<file path="config.mk">
export PLATFORM = sky130hd
export DESIGN_NAME = bcd_stopwatch_counter_flat
export DESIGN_NICKNAME = d
export VERILOG_FILES = /design/src/rtl/bcd_stopwatch_if.sv /design/src/rtl/bcd_stopwatch_counter.sv /design/src/flat_wrapper.sv
export SDC_FILE = /design/constraint.sdc
export NUM_CORES = 1
export LEC_CHECK = 0
export CAP_MARGIN = 25
export CORE_MARGIN = 10
export CORE_UTILIZATION = 53
export CTS_CLUSTER_DIAMETER = 200
export DETAILED_ROUTE_END_ITERATION = 8
export GPL_ROUTABILITY_DRIVEN = 1
export MAX_ROUTING_LAYER = met4
export PLACE_DENSITY = 0.79
export SYNTH_ARGS = -nofsm -noshare
export SYNTH_HDL_FRONTEND = slang
export SYNTH_SLANG_ARGS = --single-unit
</file>
<file path="constraint.sdc">
create_clock -name clk -period 2.4 [get_ports clk]
set_input_delay 0.48 -clock clk [delete_from_list [all_inputs] [get_ports clk]]
set_output_delay 0.48 -clock clk [all_outputs]
set_load 0.03 [all_outputs]
</file>
<file path="src/rtl/bcd_stopwatch_if.sv">
// Stopwatch control/status bundle; the lap signals exist only when LAP_HOLD_EN is defined.
interface bcd_stopwatch_if #(
  parameter int unsigned DIGITS = 2
);
  logic                  start_stop;
  logic                  clear;
  logic                  dir;
  logic                  running;
  logic [4*DIGITS-1:0]   bcd;
  logic [9*DIGITS-1:0]   seg_led;
  logic                  wrap_pulse;
`ifdef LAP_HOLD_EN
  logic                  lap;
  logic                  lap_active;

  modport master (output start_stop, clear, dir, lap,
                  input  running, bcd, seg_led, wrap_pulse, lap_active);
  modport slave  (input  start_stop, clear, dir, lap,
                  output running, bcd, seg_led, wrap_pulse, lap_active);
`else
  modport master (output start_stop, clear, dir,
                  input  running, bcd, seg_led, wrap_pulse);
  modport slave  (input  start_stop, clear, dir,
                  output running, bcd, seg_led, wrap_pulse);
`endif
endinterface

</file>
<file path="src/rtl/bcd_stopwatch_counter.sv">
// Start/stop BCD stopwatch with prescaler, up/down wrap counting and registered 7-seg encoding.
// Optional lap freeze of the displays is enabled with the LAP_HOLD_EN macro.
module bcd_stopwatch_counter #(
  parameter int unsigned CLK_DIV = 3464,
  parameter int unsigned DIGITS  = 2,
  parameter int unsigned WRAP    = 20
) (
  input logic            clk,
  input logic            rst,
  bcd_stopwatch_if.slave sw
);
  localparam int unsigned PW = (CLK_DIV > 2) ? $clog2(CLK_DIV) : 1;
  localparam int unsigned BW = 4 * DIGITS;
  localparam int unsigned SW = 9 * DIGITS;
  localparam logic [PW-1:0] PRE_LAST = PW'(CLK_DIV - 1);
  localparam logic [SW-1:0] SEG_ZERO = {DIGITS{9'h03f}};

  // Elaboration-time conversion of the terminal count to packed BCD.
  function automatic logic [BW-1:0] to_bcd(input int unsigned v);
    logic [BW-1:0] res;
    int unsigned   x;
    res = '0;
    x   = v;
    for (int i = 0; i < int'(DIGITS); i++) begin
      res[4*i +: 4] = 4'(x % 10);
      x = x / 10;
    end
    return res;
  endfunction

  localparam logic [BW-1:0] WRAP_MAX = to_bcd(WRAP - 1);

  function automatic logic [8:0] seg_code(input logic [3:0] d);
    case (d)
      4'd0:    seg_code = 9'h03f;
      4'd1:    seg_code = 9'h006;
      4'd2:    seg_code = 9'h05b;
      4'd3:    seg_code = 9'h04f;
      4'd4:    seg_code = 9'h066;
      4'd5:    seg_code = 9'h06d;
      4'd6:    seg_code = 9'h07d;
      4'd7:    seg_code = 9'h007;
      4'd8:    seg_code = 9'h07f;
      4'd9:    seg_code = 9'h06f;
      default: seg_code = 9'h000;
    endcase
  endfunction

  logic [PW-1:0] r_presc;
  logic [BW-1:0] r_bcd;
  logic [SW-1:0] r_seg;
  logic          r_running;
  logic          r_wrap;

  logic [BW-1:0] w_inc;
  logic [BW-1:0] w_dec;
  logic [BW-1:0] w_next_bcd;
  logic [SW-1:0] w_seg;
  logic          w_tick;
  logic          w_wrap;
  logic          w_seg_hold;

  assign w_tick = r_running && (r_presc == PRE_LAST) && !sw.clear;

  // Ripple BCD increment and decrement, digit by digit.
  always_comb begin
    logic carry;
    logic borrow;
    carry  = 1'b1;
    borrow = 1'b1;
    w_inc  = r_bcd;
    w_dec  = r_bcd;
    for (int i = 0; i < int'(DIGITS); i++) begin
      if (carry) begin
        if (r_bcd[4*i +: 4] == 4'd9) begin
          w_inc[4*i +: 4] = 4'd0;
        end else begin
          w_inc[4*i +: 4] = r_bcd[4*i +: 4] + 4'd1;
          carry = 1'b0;
        end
      end
      if (borrow) begin
        if (r_bcd[4*i +: 4] == 4'd0) begin
          w_dec[4*i +: 4] = 4'd9;
        end else begin
          w_dec[4*i +: 4] = r_bcd[4*i +: 4] - 4'd1;
          borrow = 1'b0;
        end
      end
    end
  end

  always_comb begin
    w_next_bcd = w_inc;
    w_wrap     = 1'b0;
    if (sw.dir) begin
      w_wrap     = (r_bcd == '0);
      w_next_bcd = w_wrap ? WRAP_MAX : w_dec;
    end else begin
      w_wrap     = (r_bcd == WRAP_MAX);
      w_next_bcd = w_wrap ? '0 : w_inc;
    end
  end

  always_comb begin
    w_seg = '0;
    for (int i = 0; i < int'(DIGITS); i++) begin
      w_seg[9*i +: 9] = seg_code(r_bcd[4*i +: 4]);
    end
  end

  // Run flag, prescaler and count; clear outranks the tick.
  always_ff @(posedge clk) begin
    if (rst) begin
      r_running <= 1'b0;
      r_presc   <= '0;
      r_bcd     <= '0;
      r_wrap    <= 1'b0;
    end else begin
      if (sw.start_stop) r_running <= !r_running;
      r_wrap <= 1'b0;
      if (sw.clear) begin
        r_presc <= '0;
        r_bcd   <= '0;
      end else if (r_running) begin
        r_presc <= (r_presc == PRE_LAST) ? '0 : r_presc + PW'(1);
        if (w_tick) begin
          r_bcd  <= w_next_bcd;
          r_wrap <= w_wrap;
        end
      end
    end
  end

`ifdef LAP_HOLD_EN
  logic r_lap_active;

  always_ff @(posedge clk) begin
    if (rst || sw.clear) r_lap_active <= 1'b0;
    else if (sw.lap)     r_lap_active <= !r_lap_active;
  end

  assign w_seg_hold    = r_lap_active;
  assign sw.lap_active = r_lap_active;
`else
  assign w_seg_hold = 1'b0;
`endif

  // Display register trails the count by one clock unless frozen.
  always_ff @(posedge clk) begin
    if (rst)              r_seg <= SEG_ZERO;
    else if (!w_seg_hold) r_seg <= w_seg;
  end

  assign sw.running    = r_running;
  assign sw.bcd        = r_bcd;
  assign sw.seg_led    = r_seg;
  assign sw.wrap_pulse = r_wrap;
endmodule

</file>
<file path="src/flat_wrapper.sv">
// flat-port wrapper written by rule: the top's interface ports become plain ports
module bcd_stopwatch_counter_flat 
#(
  parameter int unsigned CLK_DIV = 3464,
  parameter int unsigned DIGITS  = 2,
  parameter int unsigned WRAP    = 20
)
  (clk, rst, sw_start_stop, sw_clear, sw_dir, sw_running, sw_bcd, sw_seg_led, sw_wrap_pulse);
  bcd_stopwatch_if #(.DIGITS(DIGITS)) sw_i ();
  input logic clk;
  input logic rst;
  input wire logic [$bits(sw_i.start_stop)-1:0] sw_start_stop;
  input wire logic [$bits(sw_i.clear)-1:0] sw_clear;
  input wire logic [$bits(sw_i.dir)-1:0] sw_dir;
  output wire logic [$bits(sw_i.running)-1:0] sw_running;
  output wire logic [$bits(sw_i.bcd)-1:0] sw_bcd;
  output wire logic [$bits(sw_i.seg_led)-1:0] sw_seg_led;
  output wire logic [$bits(sw_i.wrap_pulse)-1:0] sw_wrap_pulse;
  assign sw_i.start_stop = sw_start_stop;
  assign sw_i.clear = sw_clear;
  assign sw_i.dir = sw_dir;
  assign sw_running = sw_i.running;
  assign sw_bcd = sw_i.bcd;
  assign sw_seg_led = sw_i.seg_led;
  assign sw_wrap_pulse = sw_i.wrap_pulse;
  bcd_stopwatch_counter #(.CLK_DIV(CLK_DIV), .DIGITS(DIGITS), .WRAP(WRAP)) u_core (.clk(clk), .rst(rst), .sw(sw_i));
endmodule
</file>
======== Yosys cells after proc, flatten, opt, wreduce, memory -nomap -nowiden ========
Memory sizes are Yosys's and may differ from the RTL's. A register that Yosys moved wholly into a read port is not among the register bits.
Cells that the tools add are included.
storage, ports and cells
  output and inout port bits .............. 28
  word-level logic and storage cells ...... 45
  bits in latches ......................... 0
  register bits ........................... 40
  ROM bits ................................ 224
  memory bits (writable) .................. 0
  memories ................................ 2
memory list
  memory           words  bits a word  rd ports  clocked after memory_dff  write ports  RTL line                     text
  (no name shown)  16     7            1         1                         0            bcd_stopwatch_counter.sv:34  case (d)
  (no name shown)  16     7            1         1                         0            bcd_stopwatch_counter.sv:34
operators by class
  add/sub/neg operators ................... 5
  reductions and logical operators ........ 12
  bitwise operators ....................... 2
  shifts and indexed selects .............. 0
  div/mod/pow operators ................... 0
  magnitude comparators ................... 0
  equality and inequality tests ........... 5
  multipliers ............................. 0
  multiplexer cells ....................... 13
operators by type and width
  operator                                                                 number
  4-bit 2-to-1 mux                                                         6
  8-bit 2-to-1 mux                                                         3
  12-bit by 1-bit adder with 12-bit output, second input constant          1
  12-bit == test, second input constant                                    1
  12-bit 2-to-1 mux                                                        1
  4-bit by 1-bit adder with 4-bit output, second input constant            2
  4-bit == test, second input constant                                     2
  8-bit by 5-bit == test with 1-bit output, second input constant          1
  4-bit zero test                                                          2
  8-bit zero test                                                          1
  4-bit by 1-bit subtractor with 4-bit output, second input constant       2
  4-bit AND reduction                                                      1
  4-bit OR reduction                                                       1
  1-bit 2-to-1 mux                                                         3
  3-bit by 1-bit inequality test with 1-bit output, second input constant  1
  3-bit nonzero test                                                       1
  1-bit logical AND                                                        2
  1-bit zero test                                                          2
  1-bit NOT                                                                2
  2-bit AND reduction                                                      1
  2-bit OR reduction                                                       1

======== Longest topological paths before layout ========
Gate-level depths: netlist of the first run.
  depth in word-level cells ............... 5
  mapped depth ............................ 7
  gate-level depth less buffers ........... 6

======== Worst setup path after synthesis of the first run ========
OpenSTA, ideal clock, no wires.
  path type ............................... register to register
  start point ............................. register u_core.r_bcd[1], in the netlist u_core.sw.bcd[1]
  end point ............................... register u_core.r_bcd[7], in the netlist u_core.sw.bcd[7]
  data required time ...................... 2.314 ns
  period minus slack after synthesis ...... 1.980 ns
  buffers on the path ..................... 0
  path slack .............................. 0.420 ns
  stages on the path, launching flop included .. 7
  arrival ................................. 1.895 ns
  cell sequence ........................... dfxtp_1 inv_1 ha_1 nor3b_1 and3b_1 o32a_1 a211oi_1
on the way
  cells in the longest elaborated chain, start to end .. 4
  elaborated cells between the ends (all ways) .. 12
RTL lines
  element                                                                                                  RTL line                                                  text
  start: declaration                                                                                       bcd_stopwatch_counter.sv:50                               logic [BW-1:0] r_bcd;
  start signal: assignment                                                                                 bcd_stopwatch_counter.sv:128                              r_bcd <= w_next_bcd;
  4-bit zero test / 4-bit == test (equally long branches)                                                  bcd_stopwatch_counter.sv:83, bcd_stopwatch_counter.sv:75
  1-bit 2-to-1 mux (on tied branches)                                                                      bcd_stopwatch_counter.sv:83, bcd_stopwatch_counter.sv:75
  3-bit by 1-bit inequality test with 1-bit output (no line) / 3-bit nonzero test (equally long branches)  -
  4-bit AND reduction (no line)                                                                            -
Several ways; a longest one is shown, not always the timed one.
A chain may end at the register's enable or synchronous reset.

======== Worst setup path in the final report of the first run ========
  start point ............................. register u_core.r_running, in the netlist u_core.sw.running
  end point ............................... output sw_running
RTL lines
  element                   RTL line                      text
  start: declaration        bcd_stopwatch_counter.sv:52   logic r_running;
  start signal: assignment  bcd_stopwatch_counter.sv:120  if (sw.start_stop) r_running <= !r_running;
  end: declaration          flat_wrapper.sv:15            output wire logic [$bits(sw_i.running)-1:0] sw_running;
No word-level cell between the ends.

==> results of run 1 <==
[flip-flops by register name, indices dropped and copies added, names as in the netlist]
name and count:
u_core.sw.seg_led 14, u_core.r_presc 12, u_core.sw.bcd 8, u_core.sw.running 1
u_core.sw.wrap_pulse 1
[report_power, final]
part / switching, uW / leakage, uW / total, uW / internal (uW)
sequential: 7.39 / 0.000291 / 607 / 600
clock: 211 / 0.0000455 / 445 / 234
combinational: 37.9 / 0.000620 / 61.5 / 23.6
[worst max-delay path by stage]
stage	from	endpoint	slack, ns	cells past startpoint
after floorplan	u_core.sw.bcd[1]$_SDFFE_PP0P_	u_core.sw.bcd[7]$_SDFFE_PP0P_	0.42	6
after global placement	sw_dir	u_core.sw.bcd[6]$_SDFFE_PP0P_	0.26	5
after detailed placement	sw_dir	u_core.sw.bcd[6]$_SDFFE_PP0P_	0.26	5
after CTS	u_core.sw.running$_SDFFE_PP0P_	sw_running	0.27	1
after global routing	u_core.sw.running$_SDFFE_PP0P_	sw_running	0.20	1
final	u_core.sw.running$_SDFFE_PP0P_	sw_running	0.27	1
[layout make-up]
type                    count  area, um^2  share of cell area, %
inverters                  11        41.3                   1.65
repair buffers             38         355                   14.2
multi-input cells         184        1240                   49.5
well taps                  48        60.1                   2.40
flip-flops and latches     36         721                   28.7
clock buffers               8        90.1                   3.59
[per-stage QoR]
step	total power [uW]	setup slack, ns	area [um^2]
3_5_place_dp	681	0.255	2420
6_report	1110	0.274	2510
4_1_cts	1120	0.266	2510
5_1_grt	1150	0.202	2510
3_3_place_gp	681	0.263	2420
2_1_floorplan	666	0.420	2080
[synthesized netlist by cell type, types with 2 or more instances]
cell type	count
nor2_1	25
a21o_1	5
nor3_1	3
a21oi_1	21
o21ai_0	13
nand3_1	5
a31o_2	2
dfxtp_1	36
and3_1	4
nand2b_1	4
a311oi_1	2
nor3b_1	2
nand3b_1	2
a211oi_1	6
a31oi_1	2
and3b_1	2
inv_1	11
clkbuf_1	9
or3_1	5
buf_2	2
o21bai_1	2
nand2_1	14
and2_1	2
ha_1	16
xnor2_1	3
buf_4	4
nand4_1	6
xor2_1	7
mux2i_1	4
[per-layer routing]
metal | part of all wire (%) | vias to the layer above
li1 | - | 931
met1 | 43 | 830
met2 | 47 | 53
met3 | 7.8 | 10
met4 | 1.5 | 0
met5 | 0 | -
[kinds of logic after synthesis]
group | share of synthesized area, %
simple gates | 23.5
compound gates | 19.8
flops | 34.8
buf+inv | 5.75
fa+ha+maj | 9.68
xor+xnor | 4.24
mux | 1.94
other cells | 0.181
[cell usage in the layout, fill, tap and decap left out, types with 5 or more instances in the layout]
| cell type | instances |
|---|---|
| clkbuf_8 | 6 |
| nand2_1 | 14 |
| inv_1 | 11 |
| xor2_1 | 7 |
| nand4_1 | 6 |
| nor2_1 | 25 |
| ha_1 | 16 |
| buf_4 | 10 |
| a21oi_1 | 21 |
| clkdlybuf4s50_1 | 28 |
| nand3_1 | 5 |
| a211oi_1 | 6 |
| a21o_1 | 5 |
| dfxtp_1 | 36 |
| or3_1 | 5 |
| o21ai_0 | 13 |
[worst register-to-register path: stages (launching register included)]
cell and delay (ns):
dfxtp_1 0.53, inv_1 0.21, ha_1 0.34, and3b_1 0.20
o32a_1 0.29, a211oi_1 0.26
==> impl_metrics.ini, run 1 <==
[worst_setup_path]
slowest_delay_ns = 0.76
reg2regPathDepth = 5
cpMaxStageDelayCell = clkdlybuf4s50_1
crit_family = buffers and inverters
arrival_ns = 1.65
reg2reg_to = u_core.sw.bcd[7]$_SDFFE_PP0P_
crit_fanout = 12
worst_setup_path_end_kind = output pin
path_buf_inv = 1
regToRegSetupSlack_ns = 0.48
rr_startpoint = u_core.sw.bcd[4]$_SDFFE_PP0P_
start_kind = register
crit_type = reg2out
path_cells = clkdlybuf4s50_1
worstPathRequired_ns = 1.92

[clock_tree]
ctsResizeCount = 0
insertion_delay_ns = 0.29
cts-root-buf = clkbuf_8
cts.sinks = 36
cts_tree = yes
clock_path_buffers = 2
path_clk_slew_ns = 0.07
h-tree-depth = 2
holdBufCountCts = 0
numCtsBuffers = 5
post_cts_buffers = 0

[routing]
routedWlPerCell_um = 14.5
routed_wl_um = 4720
first_iter_violations = 209
vias = 1824
drtAntennaViolNets = 0
first_pass_iters = 4
routed_via_density = 5.61
drc = 0

[placed_design]
placed_cells_incl_taps = 317
io_buffers = 28
place_hpwl_um = 3450
place_congestion = 0.896

[min_path]
hold_class = reg2reg
hold_depth = 2
hold_end = u_core.r_presc[11]$_SDFFE_PP0P_
hp-start = u_core.r_presc[11]$_SDFFE_PP0P_

[yosys]
synth.area.top_cells = dfxtp_1 35%, ha_1 9.7%, a21oi_1 5.1%, nor2_1 4.5%, o21ai_0 3.1%
syn-cell-area_mm2 = 0.00207
ys.flop_type = dfxtp_1
synth_top_cell_by_area = dfxtp_1
synth.top_cell.area_share_pct = 34.8
netlist_instances = 244
syn_area_per_cell_um2 = 8.48
synth_edf_count = 0
ys_seq_area_share_pct = 34.8
yosysUniqueCellTypes = 54
synth_warnings = 0
ys_ff_latch = 36
async_reset_ff_share_pct = 0

[status]
outcome = finished, final reports clean

[die]
io_pins = 33
fp.coreArea_mm2 = 0.00372
die_w_um = 82.5
initial_core_util_pct = 55.7
placementRows = 22
die_area_mm2 = 0.00680
die_h_um = 82.5

[sta]
tightest_slew_ns = 0.529
rsz0062_at_grt = false
fmax_mhz = 470
worst_hold_slack_ns = 0.506
setup_violations = 0
finalCriticalPeriod_ns = 2.13
finalHoldViolCount = 0
slew_viol_final = 0
post-route-period-util_pct = 88.6
max_slew_margin_pct = 64.6
skew_ns = 0.00618
fin_setup_tns_ns = 0

[power]
leakagePower_uw = 0.000956
peakVddDrop_uv = 361
p_per_area_mw_per_mm2 = 444

[job]
cap_violations = 0

[grt]
grtUsageMet1_pct = 17.2
grt_pass1_wl_um = 7870
top_usage_layer = met2
use_met2_pct = 24.1
grt_pass1_vias = 1772
overflow = 0
antenna_found_initial = 0
grt_use_total_pct = 14.8
grtUsageMet3_pct = 4.00
grt_max_degree = 19

[final_layout]
syn_to_final_growth_pct = 21.2
finish.utilization_pct = 67.5
drive_gt1_share_pct = 8.30
antennaDiodeCount = 0
final_cells = 325
fillers = 314
final_nets = 297
Power figures use the tool's default switching activity.
==> inputs of run 2 (changes only) <==
--- a/config.mk
+++ b/config.mk
@@ -6,7 +6,7 @@
 export NUM_CORES = 1
 export LEC_CHECK = 0
 export CAP_MARGIN = 25
-export CORE_MARGIN = 10
+export CORE_MARGIN = 2
 export CORE_UTILIZATION = 53
 export CTS_CLUSTER_DIAMETER = 200
 export DETAILED_ROUTE_END_ITERATION = 8
==> impl_metrics.ini, run 2 (synthesis results as in run 1) <==
[sta]
finalCriticalPeriod_ns = 2.10
rsz0062_at_grt = false
slew_viol_final = 0
setup_violations = 0
finalHoldViolCount = 0
post-route-period-util_pct = 87.5
fin_setup_tns_ns = 0
tightest_slew_ns = 0.533
skew_ns = 0.00204
worst_slack_ns = 0.300
fmax_mhz = 476
max_slew_margin_pct = 64.4

[die]
die_h_um = 66.5
io_pins = 33
placementRows = 22
initial_core_util_pct = 55.7
die_area_mm2 = 0.00442
fp.coreArea_mm2 = 0.00372
die_w_um = 66.5

[final_layout]
mostFrequentLayoutCell = dfxtp_1
finish.utilization_pct = 66.7
antennaDiodeCount = 0
mostFrequentLayoutCells = 36 x dfxtp_1, 28 x clkdlybuf4s50_1, 25 x nor2_1, 21 x a21oi_1, 16 x ha_1
drive_gt1_share_pct = 7.69
syn_to_final_growth_pct = 19.8
final_nets = 296
largest_reg_flops = 14

[worst_setup_path]
crit_fanout = 12
crit_cells = 1
cpMaxStageDelayCell = clkdlybuf4s50_1
worst_setup_path_end_kind = output pin
crit_family = buffers and inverters
start_kind = register
arrival_ns = 1.62
worstPathRequired_ns = 1.92
crit_type = reg2out
reg2regPathDepth = 6
path_buf_inv = 1
path_cells = clkdlybuf4s50_1
slowest_delay_ns = 0.75

[grt]
overflow = 0
antenna_found_initial = 0
grt_max_degree = 19
grt_pass1_wl_um = 7650
grt_use_total_pct = 23.5
grt_pass1_vias = 1655

[clock_tree]
numCtsBuffers = 5
cts_tree = yes
path_clk_slew_ns = 0.06
cts.sinks = 36
holdBufCountCts = 0
h-tree-depth = 2
post_cts_buffers = 0
clock_path_buffers = 2
ctsResizeCount = 0
insertion_delay_ns = 0.28
cts-root-buf = clkbuf_8

[min_path]
hold_class = reg2reg
hold_depth = 2

[routing]
first_iter_violations = 199
routedWlPerCell_um = 13.9
drtAntennaViolNets = 0
routed_wl_um = 4450
drc = 0
vias = 1835
first_pass_iters = 4
routed_via_density = 5.72

[status]
outcome = finished, final reports clean

[placed_design]
place_congestion = 0.934
io_buffers = 28
place_hpwl_um = 3230
place_ws_ns = 0.265

[power]
p_per_area_mw_per_mm2 = 423
leakagePower_uw = 0.000941
peakVddDrop_uv = 396

[job]
cap_violations = 0
-- run 2: path summary, 6_finish.rpt --
path,startpoint,to,slack (ns)
max,u_core.sw.running$_SDFFE_PP0P_,sw_running,0.30
min,u_core.r_presc[11]$_SDFFE_PP0P_,u_core.r_presc[11]$_SDFFE_PP0P_,0.51
max reg2reg,u_core.sw.bcd[0]$_SDFFE_PP0P_,u_core.sw.bcd[7]$_SDFFE_PP0P_,0.38
min reg2reg,u_core.r_presc[11]$_SDFFE_PP0P_,u_core.r_presc[11]$_SDFFE_PP0P_,0.51
-- run 2: power breakdown --
part           internal [uW]  switching [uW]
Sequential               600            7.27
Combinational           23.6            37.1
Clock                    187             193
-- run 2: routing by layer --
metal	global-route usage [%]	up-vias	wire length, um
li1	-	920	-
met1	30.0	842	2070
met2	35.5	64	2040
met3	5.41	9	252
met4	10.7	0	87
met5	-	-	0
-- run 2: area by class of cell --
type / count / area, um^2
tap: 48 / 60.1
sequential: 36 / 721
timing repair buffer: 37 / 348
multi-input combinational: 184 / 1240
inverter: 11 / 41.3
clock buffer: 5 / 68.8
fill: 322 / 1240
-- run 2: per-stage QoR --
step,total power [uW],hold slack (ns),instance area [um^2],cells
3_5_place_dp,681,0.500,2410,316
6_report,1050,0.514,2480,321
3_3_place_gp,680,0.494,2410,316
4_1_cts,1060,0.511,2480,321
2_1_floorplan,666,0.466,2080,247
5_1_grt,1100,0.568,2480,321
